[config.mk]
export PLATFORM = sky130hd
export DESIGN_NAME = fetch_ctrl
export DESIGN_NICKNAME = d
export VERILOG_FILES = /design/src/rtl/fetch_ctrl.sv
export SDC_FILE = /design/constraint.sdc
export NUM_CORES = 1
export LEC_CHECK = 0
export CELL_PAD_IN_SITES_DETAIL_PLACEMENT = 1
export CELL_PAD_IN_SITES_GLOBAL_PLACEMENT = 1
export CORE_MARGIN = 10
export CORE_UTILIZATION = 40
export CTS_CLUSTER_SIZE = 8
export DETAILED_ROUTE_END_ITERATION = 12
export DONT_BUFFER_PORTS = 1
export GPL_TIMING_DRIVEN = 0
export PLACE_DENSITY = 0.67
export REMOVE_ABC_BUFFERS = 1
export SLEW_MARGIN = 20
export SYNTH_ARGS = -nofsm -noshare
export SYNTH_HDL_FRONTEND = slang
export SYNTH_SLANG_ARGS = --single-unit
[constraint.sdc]
create_clock -name clk -period 3.5 [get_ports clk]
set_input_delay 0.175 -clock clk [delete_from_list [all_inputs] [get_ports clk]]
set_output_delay 0.175 -clock clk [all_outputs]
set_load 0.05 [all_outputs]
[src/rtl/fetch_ctrl.sv]
// fetch_ctrl: PC register, instruction-memory addressing, IF/ID register and run/halt/fault sequencing
module fetch_ctrl #(
   parameter logic [31:0] PC_RESET = 32'h0000_3000,
   parameter int          IM_WORDS = 1024
) (
   input  logic        clk,
   input  logic        rst_n,
   input  logic        stall,
   input  logic        redirect,
   input  logic [31:0] redirect_pc,
   input  logic        halt_req,
   output logic [9:0]  im_addr,
   input  logic [31:0] im_instr,
   output logic [31:0] pc,
   output logic [31:0] ifid_instr,
   output logic [31:0] ifid_pc,
   output logic        ifid_valid,
   output logic        fetch_fault,
   output logic [1:0]  state,
   output logic [31:0] fetch_count
);
   typedef enum logic [1:0] {RUN = 2'd0, HALTED = 2'd1, FAULT = 2'd2} state_e;
   localparam logic [31:0] PC_END = PC_RESET + 32'(4 * IM_WORDS);
   state_e      state_q, state_d;
   logic [31:0] pc_q, pc_d, instr_q, instr_d, ipc_q, ipc_d, cnt_q, cnt_d;
   logic        valid_q, valid_d, fault_q, fault_d, bad_pc;
   assign bad_pc      = (pc_q[1:0] != 2'b00) || (pc_q < PC_RESET) || (pc_q >= PC_END);
   assign im_addr     = pc_q[11:2];
   assign pc          = pc_q;
   assign ifid_instr  = instr_q;
   assign ifid_pc     = ipc_q;
   assign ifid_valid  = valid_q;
   assign fetch_fault = fault_q;
   assign state       = state_q;
   assign fetch_count = cnt_q;
   // next-state: redirect beats fault beats halt beats stall in RUN; HALTED/FAULT only wait for redirect
   always_comb begin
      state_d = state_q;
      pc_d    = pc_q;
      instr_d = instr_q;
      ipc_d   = ipc_q;
      valid_d = valid_q;
      fault_d = fault_q;
      cnt_d   = cnt_q;
      case (state_q)
         RUN: begin
            if (redirect || bad_pc || halt_req) begin
               instr_d = '0;
               ipc_d   = '0;
               valid_d = 1'b0;
            end
            if (redirect) pc_d = redirect_pc;
            else if (bad_pc) begin
               state_d = FAULT;
               fault_d = 1'b1;
            end else if (halt_req) state_d = HALTED;
            else if (!stall) begin
               instr_d = im_instr;
               ipc_d   = pc_q;
               valid_d = 1'b1;
               pc_d    = pc_q + 32'd4;
               cnt_d   = cnt_q + 32'd1;
            end
         end
         HALTED, FAULT: begin
            instr_d = '0;
            ipc_d   = '0;
            valid_d = 1'b0;
            if (redirect) begin
               pc_d    = redirect_pc;
               state_d = RUN;
               fault_d = 1'b0;
            end
         end
         default: state_d = RUN;
      endcase
   end
   // state and pipeline registers, asynchronously reset
   always_ff @(posedge clk or negedge rst_n) begin
      if (!rst_n) begin
         state_q <= RUN;
         pc_q    <= PC_RESET;
         instr_q <= '0;
         ipc_q   <= '0;
         valid_q <= 1'b0;
         fault_q <= 1'b0;
         cnt_q   <= '0;
      end else begin
         state_q <= state_d;
         pc_q    <= pc_d;
         instr_q <= instr_d;
         ipc_q   <= ipc_d;
         valid_q <= valid_d;
         fault_q <= fault_d;
         cnt_q   <= cnt_d;
      end
   end
endmodule

==> flow_summary_export.csv <==
group,metric,value,unit
power,p_per_area,738,nW/um^2
clock_tree,postCtsSetupBuffers,0,
power,total_power,5.25,mW
timing,slew_headroom,27.5,%
synth,ys_seq_area_share,57.1,%
setup_path,critPathArrivalTime,3600,ps
setup_path,r2r_cells,7,
final_layout,fin_nets,633,
floorplanning,start_util,41.2,%
synth,synth_edf_count,0,
power,power.leakage,3.20,nW
worst_hold_path,hp-class,"input pin to flip-flop",
floorplanning,core_area,14000,sq um
timing,max_freq,0.307,GHz
synth,ys_async_sr_fraction,100,%
clock_tree,clk_path_buf_depth,2,
setup_path,reg2reg_from,"state[0]$_DFFE_PN0P_",
synth,syn-cell-area,5790,sq um
outcome,status,"finished, final reports clean",
floorplanning,dieArea,19700,sq um
synth,avgSynthCellArea,11.4,sq um
floorplanning,row_count,43,
clock_tree,post_cts_resized,0,
worst_hold_path,hold_end,"pc[7]$_DFFE_PN0P_",
routing,first_pass_iters,4,
setup_path,critical_path.max_fanout,43,
setup_path,start_kind,"flip-flop",
routing,wl_per_cell,23.2,um
timing,worst_clock_skew,9.94,ps
placement,routabilityCongestion,0.765,
synth,synthTopCellsByCount,"dfrtp_1 (130), nand2_1 (60), a22o_1 (43)",
routing,wirelength,17400,um
clock_tree,clock_sinks,132,
clock_tree,cts_root_buf,"clkbuf_16",
setup_path,end_kind,"flip-flop",
global_routing,overflow,0,
timing,period_needed,3260,ps
setup_path,r2r_slack,240,ps
flow_run,cap_violations,0,
placement,dp.cells,656,
synth,synth-seq-cells,132,
global_routing,grt_max_degree,133,
setup_path,required,3840,ps
final_layout,final_cells,751,
timing,setup_viol,0,
timing,rsz0062_at_grt,"no",
routing,via_per_inst,5.58,
final_layout,final_core_util,50.6,%
clock_tree,worst_skew_pair.late_latency,410,ps
timing,tightestPinTransition,1090,ps
timing,finalCritPeriodShare,93.2,%
placement,dp_hpwl,12000,um
routing,drtIter0Drc,170,
final_layout,drive_above_1_share,11.6,%
worst_hold_path,min-delay-start,"redirect_pc[7]",
routing,drc_errors,0,
global_routing,antenna_found_initial,1,
global_routing,grt_usage,17.8,%
synth,synthTopCellsByArea,"dfrtp_1 (56%), a22o_1 (6.5%), nand2_1 (3.9%)",
setup_path,reg2reg_to,"ifid_instr[3]$_DFFE_PN0P_",
placement,port_buffers,0,
synth,ys_warn_count,0,
floorplanning,fp.dieW,140,um
clock_tree,clkTransAtPathRegs,60,ps
timing,tns,0,ps
clock_tree,cts_made_buffers,17,
synth,synth.most_common_cell,"dfrtp_1",
routing,vias,4193,
global_routing,grt_pass1_wl,28000,um
final_layout,antenna_cells,0,
clock_tree,htree_levels,4,
synth,synth_top_cell_by_area,"dfrtp_1",
floorplanning,die_h,140,um
synth,synth_top_cell_area_share,56.2,%
timing,slew_viol_final,0,
floorplanning,ios,211,
synth,ys_types,56,
setup_path,crit_type,"flip-flop to flip-flop",
power,ir_drop,450,uV
global_routing,grt_pass1_vias,4623,
synth,ys.flop_type,"dfrtp_1",
routing,ant_nets,0,
timing,final-hold-violation-count,0,
final_layout,n_fill_cell,1469,
synth,syn_inst,506,
worst_hold_path,hold_path_depth,2,
clock_tree,cts_tree,"built",
final_layout,areaGrowthSynthToFinish,22.7,%
sequential cells by signal, summed over array words and instances, names as in the netlist:
name / count
fetch_count: 32
pc: 32
ifid_valid: 1
fetch_fault: 1
state: 2
ifid_instr: 32
ifid_pc: 32
how the worst max path moves through the flow:
stage	startpoint	end	cells after the start
6_report	state[0]$_DFFE_PN0P_	ifid_instr[3]$_DFFE_PN0P_	7
5_1_grt	state[0]$_DFFE_PN0P_	ifid_instr[26]$_DFFE_PN0P_	7
4_1_cts	state[0]$_DFFE_PN0P_	ifid_instr[10]$_DFFE_PN0P_	7
3_5_place_dp	state[0]$_DFFE_PN0P_	ifid_instr[10]$_DFFE_PN0P_	7
3_3_place_gp	state[0]$_DFFE_PN0P_	ifid_instr[4]$_DFFE_PN0P_	6
2_1_floorplan	state[0]$_DFFE_PN0P_	ifid_instr[0]$_DFFE_PN0P_	6
cell usage in the layout, fill, tap and decap left out, drive strengths merged, types with 5 or more instances in the layout:
| master | count |
|---|---|
| nor2 | 27 |
| nor3 | 7 |
| and2 | 22 |
| nand4 | 17 |
| clkbuf | 20 |
| xnor2 | 23 |
| dlygate4sd3 | 63 |
| nand2 | 61 |
| a22o | 43 |
| o21ai | 19 |
| a21oi | 19 |
| nor4 | 12 |
| dfrtp | 130 |
| inv | 16 |
| and3 | 5 |
| xor2 | 8 |
| nand3 | 19 |
| ha | 5 |
layer usage:
metal	global-route usage [%]	part of all wire [%]	vias up
li1	-	-	1891
met1	19.6	38	2152
met2	30.7	53	129
met3	6.63	7.5	19
met4	5.92	1.3	2
met5	0	0.075	-
kinds of logic after synthesis:
| kind of cell | Yosys count | synth area share, % |
|---|---|---|
| flip-flops | 132 | 57.1 |
| buffers and inverters | 48 | 5.10 |
| AND/OR/NAND/NOR | 182 | 18.3 |
| multiplexers | 3 | 0.583 |
| adder cells (fa/ha/maj) | 5 | 1.08 |
| AO/OA/AOI/OAI | 105 | 13.1 |
| XOR/XNOR | 31 | 4.69 |
through the flow:
stage,instance area [sq um],setup slack (ps),hold slack [ps]
after floorplan,5550,152,-121
after global placement,5780,-903,-117
after detailed placement,5850,234,-116
after CTS,7110,219,3.92
after global routing,7110,24.5,13.8
final,7110,237,25.1
repair_timing:
| action | CTS | global route |
|---|---|---|
| hold buffers | 64 | 0 |
| hold endpoints to repair | 202 | 0 |
| endpoints found under the setup margin | 0 | 0 |
power by group:
part	leakage [nW]	switching, mW	internal, mW
combinational	1.17	0.388	0.269
clock	0.283	0.654	1.14
sequential	1.75	1.11	1.68
area by class of cell:
cell class / instances / area (sq um) / area share (%)
inverters: 15 / 56.3 / 0.792
clock inverters: 11 / 153 / 2.15
clock buffers: 20 / 447 / 6.29
multi-input cells: 326 / 2210 / 31.1
repair buffers: 67 / 713 / 10.0
flip-flops and latches: 132 / 3310 / 46.5
well taps: 180 / 225 / 3.17
critical path, stage by stage, from the launching register on:
cell     delay, ps
dfrtp_1        730
inv_1          100
ha_1           450
nor2_2         670
and3_4         360
a21o_2         410
buf_12         260
a22o_1         200
Power figures use the tool's default switching activity.
